$ cat src/rtl/mdu_pkg.sv
// -----------------------------------------------------------------------------
// mdu_pkg
// Shared constants for the multiply/divide unit: the op-field width, the
// mdu* operation codes driven by decode, and the FSM state encodings.
// -----------------------------------------------------------------------------
package mdu_pkg;

    localparam int OP_W = 3;

    localparam logic [OP_W-1:0] mduMult  = 3'd0;
    localparam logic [OP_W-1:0] mduMultu = 3'd1;
    localparam logic [OP_W-1:0] mduDiv   = 3'd2;
    localparam logic [OP_W-1:0] mduDivu  = 3'd3;
    localparam logic [OP_W-1:0] mduMthi  = 3'd4;
    localparam logic [OP_W-1:0] mduMtlo  = 3'd5;

    localparam int ST_W = 2;

    localparam logic [ST_W-1:0] ST_IDLE = 2'd0;
    localparam logic [ST_W-1:0] ST_CALC = 2'd1;
    localparam logic [ST_W-1:0] ST_FIX  = 2'd2;

endpackage

$ cat src/rtl/mdu_iter.sv
// -----------------------------------------------------------------------------
// mdu_iter
// One radix-2 iteration of the multi-cycle multiply/divide datapath.
// The 2*WIDTH accumulator is shared by both modes:
//   multiply : {partial product high, multiplier shifting out the bottom}
//   divide   : {partial remainder, dividend/quotient shifting out the top}
// Ports:
//   is_div_i  1        1 = restoring divide step, 0 = shift-add multiply step
//   opnd_i    WIDTH    multiplicand magnitude (mult) or divisor magnitude (div)
//   acc_i     2*WIDTH  current accumulator
//   acc_o     2*WIDTH  accumulator after this iteration
// -----------------------------------------------------------------------------
module mdu_iter #(
    parameter int WIDTH = 32
) (
    input  logic                 is_div_i,
    input  logic [WIDTH-1:0]     opnd_i,
    input  logic [2*WIDTH-1:0]   acc_i,
    output logic [2*WIDTH-1:0]   acc_o
);

    logic [WIDTH:0] sum;
    logic [WIDTH:0] trial;

    // Multiply: add the multiplicand into the upper half when the current
    // multiplier bit is set; the extra bit keeps the carry for the shift.
    assign sum = {1'b0, acc_i[2*WIDTH-1:WIDTH]} + (acc_i[0] ? {1'b0, opnd_i} : '0);

    // Divide: partial remainder shifted left with the next dividend bit,
    // kept one bit wider so the borrow (bit WIDTH) tells us whether it fits.
    assign trial = acc_i[2*WIDTH-1:WIDTH-1] - {1'b0, opnd_i};

    always_comb begin
        acc_o = {sum, acc_i[WIDTH-1:1]};
        if (is_div_i) begin
            if (!trial[WIDTH]) begin
                acc_o = {trial[WIDTH-1:0], acc_i[WIDTH-2:0], 1'b1};
            end else begin
                acc_o = {acc_i[2*WIDTH-2:0], 1'b0};
            end
        end
    end

endmodule

$ cat src/rtl/mdu.sv
// -----------------------------------------------------------------------------
// mdu
// Multi-cycle MIPS multiply/divide unit sitting beside the execute-stage ALU.
// Runs MULT/MULTU/DIV/DIVU over WIDTH iterations plus one sign fix-up cycle,
// implements MTHI/MTLO, and owns the architectural HI/LO registers.
// Ports:
//   clk     1      clock
//   rst_n   1      asynchronous active-low reset
//   start   1      request strobe, only looked at while idle
//   op      OP_W   operation code (mdu* constants)
//   a       WIDTH  rs operand: multiplicand / dividend / MTHI-MTLO data
//   b       WIDTH  rt operand: multiplier / divisor
//   cancel  1      abort in-flight operation (also blocks a start while idle)
//   busy    1      operation in flight; decode stalls HI/LO readers on it
//   done    1      one-cycle pulse when HI/LO take a MULT/DIV result
//   hi, lo  WIDTH  HI/LO registers
// -----------------------------------------------------------------------------
module mdu
    import mdu_pkg::*;
#(
    parameter int WIDTH = 32
) (
    input  logic              clk,
    input  logic              rst_n,
    input  logic              start,
    input  logic [OP_W-1:0]   op,
    input  logic [WIDTH-1:0]  a,
    input  logic [WIDTH-1:0]  b,
    input  logic              cancel,
    output logic              busy,
    output logic              done,
    output logic [WIDTH-1:0]  hi,
    output logic [WIDTH-1:0]  lo
);

    localparam int CNT_W = (WIDTH > 1) ? $clog2(WIDTH) : 1;
    localparam logic [CNT_W-1:0] CNT_LAST = CNT_W'(WIDTH - 1);

    logic [ST_W-1:0]     state_q, state_d;
    logic [CNT_W-1:0]    cnt_q, cnt_d;
    logic                is_div_q, is_div_d;
    logic                neg_res_q, neg_res_d;
    logic                neg_rem_q, neg_rem_d;
    logic [WIDTH-1:0]    opnd_q, opnd_d;
    logic [2*WIDTH-1:0]  acc_q, acc_d;
    logic [WIDTH-1:0]    hi_q, hi_d;
    logic [WIDTH-1:0]    lo_q, lo_d;
    logic                done_q, done_d;

    logic                is_signed;
    logic                a_neg, b_neg;
    logic [WIDTH-1:0]    mag_a, mag_b;
    logic [2*WIDTH-1:0]  acc_step;
    logic [2*WIDTH-1:0]  prod_fix;
    logic [WIDTH-1:0]    quo_fix, rem_fix;

    // Operand magnitudes: only the signed ops take absolute values.
    assign is_signed = (op == mduMult) || (op == mduDiv);
    assign a_neg     = is_signed & a[WIDTH-1];
    assign b_neg     = is_signed & b[WIDTH-1];
    assign mag_a     = a_neg ? -a : a;
    assign mag_b     = b_neg ? -b : b;

    mdu_iter #(.WIDTH(WIDTH)) u_iter (
        .is_div_i (is_div_q),
        .opnd_i   (opnd_q),
        .acc_i    (acc_q),
        .acc_o    (acc_step)
    );

    // Sign fix-up applied in FIX. The divide-by-zero preset clears both
    // flags so its raw lo=all-ones / hi=a values pass through untouched.
    assign prod_fix = neg_res_q ? -acc_q : acc_q;
    assign quo_fix  = neg_res_q ? -acc_q[WIDTH-1:0] : acc_q[WIDTH-1:0];
    assign rem_fix  = neg_rem_q ? -acc_q[2*WIDTH-1:WIDTH] : acc_q[2*WIDTH-1:WIDTH];

    // Next-state logic: idle accept/MTHI/MTLO, per-cycle iteration, fix-up
    // and writeback. cancel wins over everything, including a FIX completion.
    always_comb begin
        state_d   = state_q;
        cnt_d     = cnt_q;
        is_div_d  = is_div_q;
        neg_res_d = neg_res_q;
        neg_rem_d = neg_rem_q;
        opnd_d    = opnd_q;
        acc_d     = acc_q;
        hi_d      = hi_q;
        lo_d      = lo_q;
        done_d    = 1'b0;

        case (state_q)
            ST_IDLE: begin
                if (start && !cancel) begin
                    case (op)
                        mduMthi: hi_d = a;
                        mduMtlo: lo_d = a;
                        mduMult, mduMultu: begin
                            is_div_d  = 1'b0;
                            opnd_d    = mag_a;
                            acc_d     = {{WIDTH{1'b0}}, mag_b};
                            neg_res_d = a_neg ^ b_neg;
                            neg_rem_d = 1'b0;
                            cnt_d     = '0;
                            state_d   = ST_CALC;
                        end
                        mduDiv, mduDivu: begin
                            is_div_d = 1'b1;
                            cnt_d    = '0;
                            if (b == '0) begin
                                opnd_d    = '0;
                                acc_d     = {a, {WIDTH{1'b1}}};
                                neg_res_d = 1'b0;
                                neg_rem_d = 1'b0;
                                state_d   = ST_FIX;
                            end else begin
                                opnd_d    = mag_b;
                                acc_d     = {{WIDTH{1'b0}}, mag_a};
                                neg_res_d = a_neg ^ b_neg;
                                neg_rem_d = a_neg;
                                state_d   = ST_CALC;
                            end
                        end
                        default: ;
                    endcase
                end
            end
            ST_CALC: begin
                if (cancel) begin
                    state_d = ST_IDLE;
                end else begin
                    acc_d = acc_step;
                    cnt_d = cnt_q + 1'b1;
                    if (cnt_q == CNT_LAST) begin
                        state_d = ST_FIX;
                    end
                end
            end
            ST_FIX: begin
                state_d = ST_IDLE;
                if (!cancel) begin
                    done_d = 1'b1;
                    if (is_div_q) begin
                        hi_d = rem_fix;
                        lo_d = quo_fix;
                    end else begin
                        hi_d = prod_fix[2*WIDTH-1:WIDTH];
                        lo_d = prod_fix[WIDTH-1:0];
                    end
                end
            end
            default: state_d = ST_IDLE;
        endcase
    end

    // State and architectural registers; reset clears everything,
    // including a half-finished iteration.
    always_ff @(posedge clk or negedge rst_n) begin
        if (!rst_n) begin
            state_q   <= ST_IDLE;
            cnt_q     <= '0;
            is_div_q  <= 1'b0;
            neg_res_q <= 1'b0;
            neg_rem_q <= 1'b0;
            opnd_q    <= '0;
            acc_q     <= '0;
            hi_q      <= '0;
            lo_q      <= '0;
            done_q    <= 1'b0;
        end else begin
            state_q   <= state_d;
            cnt_q     <= cnt_d;
            is_div_q  <= is_div_d;
            neg_res_q <= neg_res_d;
            neg_rem_q <= neg_rem_d;
            opnd_q    <= opnd_d;
            acc_q     <= acc_d;
            hi_q      <= hi_d;
            lo_q      <= lo_d;
            done_q    <= done_d;
        end
    end

    assign busy = (state_q != ST_IDLE);
    assign done = done_q;
    assign hi   = hi_q;
    assign lo   = lo_q;

endmodule

$ cat config.mk
export PLATFORM = sky130hd
export DESIGN_NAME = mdu
export DESIGN_NICKNAME = d
export VERILOG_FILES = /design/src/rtl/mdu_pkg.sv /design/src/rtl/mdu_iter.sv /design/src/rtl/mdu.sv
export SDC_FILE = /design/constraint.sdc
export NUM_CORES = 1
export LEC_CHECK = 0
export ABC_AREA = 1
export BUFFER_PORTS_ARGS = -buffer_cell sky130_fd_sc_hd__buf_4
export CORE_ASPECT_RATIO = 0.75
export CORE_MARGIN = 2
export CORE_UTILIZATION = 29
export DETAILED_ROUTE_END_ITERATION = 8
export GPL_TIMING_DRIVEN = 0
export PLACE_DENSITY = 0.53
export SETUP_SLACK_MARGIN = 0.1
export SLEW_MARGIN = 25
export SYNTH_ARGS = -nofsm -noshare
export SYNTH_HDL_FRONTEND = slang
export SYNTH_SLANG_ARGS = --single-unit
$ cat constraint.sdc
create_clock -name clk -period 3.56 [get_ports clk]
set_input_delay 0.356 -clock clk [delete_from_list [all_inputs] [get_ports clk]]
set_output_delay 0.356 -clock clk [all_outputs]
set_load 0.01 [all_outputs]
==> metrics.yaml, run 1 <==
end_kind: "register"
grt-ovfl-total: 0
num_vias: 23400
leakagePower_nw: 10.9
dp_slack_ns: 0.118
ys_seq_area_share_pct: 22.7
synthDistinctLibCells: 50
start_util_pct: 29.5
drt-initial-drc-count: 3786
fin_util_pct: 33.9
synth_common_cells: "nand2_1, nor2_1, inv_1"
synth-edff-count: 0
fillers: 7459
criticalPathCategory: "register to register"
period_needed_ns: 3.36
avgSynthCellArea_sq_um: 5.75
worst_skew_pair.late_latency_ns: 0.49
grt_pass1_wl_um: 149000
skew_ns: 0.0178
synth.most_common_cell: "nand2_1"
drive_gt1_share_pct: 7.98
crit_arrival_ns: 3.73
hold_path.class: "primary input to register"
peakVddDrop_mv: 0.362
fin_tns_setup_ns: 0
dp_cells: 4272
grt_max_degree: 64
fin_crit_sh_pct: 94.2
vias_per_cell: 5.43
synthTopCellsByArea: "dfrtp_1, nand2_1, nor2_1, nand3_1, inv_1"
cts_max_path_buffers: 2
worstPathRequired_ns: 3.93
synth_nets: 3416
synth_warnings: 0
clock-root-buffer: "clkbuf_16"
cts_tree: "done"
die_h_um: 225
syn_area_sq_um: 18800
clkTransAtPathRegs_ns: 0.09
rows: 80
tritoncts.num_buffers: 17
wl_per_cell_um: 24.2
routed_wl_um: 104000
setup_ws_ns: 0.205
slew_violations: 0
rsz0062_at_grt: "no"
cts.sinks: 171
netlist.area_leader.share_pct: 22.7
max_slew.worst_pin.slew_ns: 1.13
design.die.area_sq_um: 67000
synth_flop_cell: "dfrtp_1"
ys_ff_latch: 171
firstDrtPassIters: 6
finalHoldViolCount: 0
crit_fanout: 10
dpl.hpwl_um: 87000
outcome: "complete, no violations"
fin_cells: 4307
nNetsFinal: 3574
start_kind: "register"
cts_setup_buffers: 0
hold_slack_ns: 0.0490
portBuffers: 136
maxCapViolations: 0
yosysTopAreaCell: "dfrtp_1"
antenna_found_initial: 3
grt_use_total_pct: 30.6
power_per_cell_area_nw_per_um2: 592
relSlewSlack_pct: 23.9
first_global_vias: 21200
netlist_instances: 3273
place.gp.congestion: 1.06
setup_viol: 0
core_area_sq_um: 63900
synthArstFlopShare_pct: 100
ant_nets: 0
io_pins: 137
syn2layout_area_growth_pct: 14.9
die_width_um: 298
drc_errors: 0
htree_num_levels: 4
max_freq_ghz: 0.298
state kept, by name, summed over array words and instances, names as in the netlist:
register / count
neg_res_q: 1
hi: 32
state_q: 2
neg_rem_q: 1
is_div_q: 1
lo: 32
opnd_q: 32
cnt_q: 5
acc_q: 64
done: 1
stage by stage:
| stage | area, sq um | power, W |
|---|---|---|
| 6_report | 21600 | 0.0128 |
| 5_1_grt | 21600 | 0.0136 |
| 4_1_cts | 21600 | 0.0125 |
| 3_5_place_dp | 21000 | 0.0104 |
| 3_3_place_gp | 20900 | 0.0105 |
| 2_1_floorplan | 18800 | 0.00739 |
critical path, cell delays in order, from the launching register on:
cell and delay [ns]:
dfrtp_2 0.52, inv_1 0.25, fa_1 0.48, inv_1 0.11, nand3_1 0.09, nand2_2 0.18
nand2_2 0.07, nand2_2 0.14, nand2_2 0.06, nand2_2 0.11, nand2_2 0.10, nand2_2 0.09
nand2_4 0.09, nand2_4 0.14, buf_6 0.19, nand3_1 0.25, nand3_1 0.18, nand2_1 0.06
nand2_1 0.05, nand2_1 0.05
layout make-up:
type,instances,area [sq um],area share (%)
plain buffers,119,551,2.55
well taps,861,1080,4.98
repair buffers,139,1090,5.06
flip-flops and latches,171,4280,19.8
inverters,435,1630,7.55
clock buffers,17,425,1.97
clock inverters,15,189,0.874
multi-input cells,2548,12400,57.2
diodes,2,5.00,0.0231
repair_timing:
item | in CTS | in global routing
gates cloned | 0 | 0
resized for setup | 1 | 7
hold buffers | 1 | 0
endpoints found under the hold margin | 62 | 0
setup endpoints to repair | 1 | 9
path summary, 6_finish.rpt:
path                                    to  slack [ns]  startpoint  cells past startpoint
min in group asynchronous       opnd_q[20]        0.39       rst_n                      2
worst min-delay path                  done        0.05      cancel                      2
worst max-delay path             acc_q[51]        0.20   acc_q[32]                     19
worst max register to register   acc_q[51]        0.20   acc_q[32]                     19
max in group asynchronous            lo[9]        2.09       rst_n                      4
worst min register to register       lo[1]        0.48       lo[1]                      2
routing by layer:
layer / share of wire, % / GRT usage, %
met1: 47 / 47.6
met4: 2.8 / 8.27
met2: 36 / 39.1
met3: 14 / 9.46
met5: 0 / 0
where the power goes:
group,internal (W),switching [W]
Sequential,0.00244,0.000802
Combinational,0.00230,0.00523
Clock,0.000958,0.00107
Total,0.00570,0.00711
logic make-up (layout without fill, tap and decap cells):
kind of cell | count (synthesis) | in the layout | share of synthesized area, %
AND/OR/NAND/NOR | 1874 | 1874 | 41.8
XOR/XNOR | 70 | 70 | 3.26
other | 0 | 2 | 0
buffers and inverters | 554 | 725 | 11.6
AO/OA/AOI/OAI | 532 | 532 | 15.7
flip-flops | 171 | 171 | 22.7
adder cells (fa/ha/maj) | 72 | 72 | 4.87
layout by cell type, fill, tap and decap left out, drive strengths merged, types with 3 or more instances in the layout:
cell    count
nand2     978
dfrtp     171
nor2      456
o21bai     11
clkbuf     97
a21oi     225
a31oi      35
nand4      49
nor4        6
or2        11
inv       441
nand3b      7
xnor2      17
o21ai     184
o31ai      28
clkinv      9
a22oi      26
nor3       27
xor2       53
o211ai      7
nand3     327
ha         70
and3        3
buf       177
and2       10
a21o        7
No activity file was read; power rests on OpenSTA's default activity.
==> inputs of run 2 (changes only) <==
--- a/config.mk
+++ b/config.mk
@@ -13,6 +13,7 @@
 export DETAILED_ROUTE_END_ITERATION = 8
 export GPL_TIMING_DRIVEN = 0
 export PLACE_DENSITY = 0.53
+export RECOVER_POWER = 50
 export SETUP_SLACK_MARGIN = 0.1
 export SLEW_MARGIN = 25
 export SYNTH_ARGS = -nofsm -noshare
==> metrics.yaml, run 2 (synthesized netlist as in run 1, its figures left out) <==
crit_fanout: 10  # unchanged
n_antenna_cell: 0  # -2
max_stage_delay_ns: 0.68  # +0.16 ns
firstDrtPassIters: 6  # unchanged
drive_gt1_share_pct: 6.10  # -1.9 points
portBuffers: 136  # unchanged
grt_pass1_wl_um: 149000  # unchanged
period_needed_ns: 3.34  # -0.0129 ns
crit_arrival_ns: 3.72  # about the same
hold_path.class: "primary input to register"
criticalPathCategory: "register to register"
cts.sinks: 171  # unchanged
fillers: 7510  # +0.68%
drt-initial-drc-count: 3814  # +0.74%
cts_tree: "done"
tritoncts.num_buffers: 17  # unchanged
clock-root-buffer: "clkbuf_16"
cp_cell_sequence: "ha_1 > nand2_1 > nand2_1 > a21oi_1 > nand2_2 > nand2_2 > nand2_2 > nand2_2 > nand3_2 > nand2_4 > buf_6 > nand3_1 > nand3_1 > nand2_1 > nand2_1 > nand2_1"
cts_setup_buffers: 0  # unchanged
syn2layout_area_growth_pct: 13.4
io_pins: 137  # unchanged
leakagePower_nw: 10.7  # -2.2%
vias_per_cell: 5.47  # +0.70%
first_global_vias: 21200  # unchanged
grt-ovfl-total: 0  # unchanged
routed_wl_um: 104000  # +0.17%
fin_crit_sh_pct: 93.9  # -0.36 points
relSlewSlack_pct: -29.4  # -53 points
rsz0062_at_grt: "no"
antenna_found_initial: 3  # unchanged
core_area_sq_um: 63900  # unchanged
power_per_cell_area_nw_per_um2: 592  # about the same
top_register: "acc_q"
worstPathRequired_ns: 3.93  # about the same
die_width_um: 298  # unchanged
layout_commonest_cell: "nand2_1"
clkTransAtPathRegs_ns: 0.09  # about the same
nNetsFinal: 3574  # unchanged
max_slew.worst_pin.slew_ns: 1.94  # +0.809 ns
violations: "capacitance limit, slew limit"
setup_viol: 0  # unchanged
peakVddDrop_mv: 0.363  # +0.36%
num_vias: 23600  # +0.66%
slowest_stage: "dfrtp_1"
htree_num_levels: 4  # unchanged
maxCapViolations: 1  # +1
dpl.hpwl_um: 87000  # unchanged
place.gp.congestion: 1.06  # unchanged
grt_use_total_pct: 30.6  # unchanged
outcome: "finished with violations"
max_freq_ghz: 0.299  # +0.39%
start_kind: "register"
end_kind: "register"
finalHoldViolCount: 0  # unchanged
cp_top_family: "simple AND/OR/NAND/NOR gates"
crit_buf_inv: 1  # -2
worst_skew_pair.late_latency_ns: 0.49  # about the same
cts_max_path_buffers: 2  # unchanged
path_common_cell: "nand2_1"
ant_nets: 0  # unchanged
start_util_pct: 29.5  # unchanged
wl_per_cell_um: 24.2  # +0.21%
drc_errors: 0  # unchanged
design.die.area_sq_um: 67000  # unchanged
slew_violations: 63  # +63
grt_max_degree: 64  # unchanged
largest_reg_flops: 64  # unchanged
fin_util_pct: 33.4  # -0.44 points
skew_ns: 0.0174  # -0.000394 ns
fin_tns_setup_ns: 0  # unchanged
rows: 80  # unchanged
layout_common_cells: "nand2_1, nor2_1, inv_1"
die_h_um: 225  # unchanged
==> run 2: cell types whose count changed in the layout (fill, tap and decap cells not counted) <==
cell / previous run / this run
clkbuf_1: 78 / 143
clkbuf_4: 0 / 1
clkbuf_2: 2 / 3
buf_8: 1 / 0
buf_4: 140 / 75
diode_2: 2 / 0
buf_16: 2 / 1
==> run 2: metal layers <==
layer / share of wire, % / global-route usage [%]
met1: 47 / 47.6
met2: 36 / 39.1
met3: 14 / 9.46
met4: 3.0 / 8.27
met5: 0 / 0
==> run 2: path summary, 6_finish.rpt <==
check                               start         end  slack, ns  cells past startpoint
worst max-delay path            acc_q[36]   acc_q[51]       0.22                     16
worst min-delay path               cancel        done       0.05                      2
worst max register to register  acc_q[36]   acc_q[51]       0.22                     16
worst min register to register      lo[1]       lo[1]       0.48                      2
max in group asynchronous           rst_n       lo[9]       0.63                      4
min in group asynchronous           rst_n  opnd_q[20]       0.91                      2
==> run 2: final cells by class <==
| class | count | area, sq um | share of cell area [%] |
|---|---|---|---|
| multi-input cells | 2548 | 12400 | 58.0 |
| flip-flops and latches | 171 | 4280 | 20.1 |
| inverters | 435 | 1630 | 7.65 |
| well taps | 861 | 1080 | 5.05 |
| repair buffers | 139 | 820 | 3.84 |
| plain buffers | 119 | 551 | 2.58 |
| clock buffers | 17 | 425 | 1.99 |
| clock inverters | 15 | 189 | 0.885 |
==> run 2: repair_timing <==
action                                  4_1_cts  5_1_grt
hold endpoints to repair                     62        0
hold buffers                                  1        0
pin swaps                                     0        0
resized for setup                             1        7
endpoints found under the setup margin        1        9
==> run 2: per-stage QoR <==
step / instance area [sq um] / power (W) / hold slack (ns) / cells / setup slack [ns]
floorplan: 18800 / 0.00739 / 0.0604 / 3273 / 1.05
detailed placement: 21000 / 0.0104 / 0.342 / 4272 / 0.118
CTS: 21600 / 0.0125 / 0.0348 / 4305 / 0.148
global route: 21300 / 0.0134 / 0.0472 / 4305 / 0.0815
finish: 21300 / 0.0126 / 0.0483 / 4305 / 0.218
global placement: 20900 / 0.0105 / 0.474 / 4270 / 0.111
==> run 2: where the power goes <==
group	switching, W	leakage (nW)	internal (W)	total, W
clock network	0.00107	0.298	0.000958	0.00203
registers	0.000803	2.00	0.00244	0.00324
logic	0.00524	8.40	0.00212	0.00736
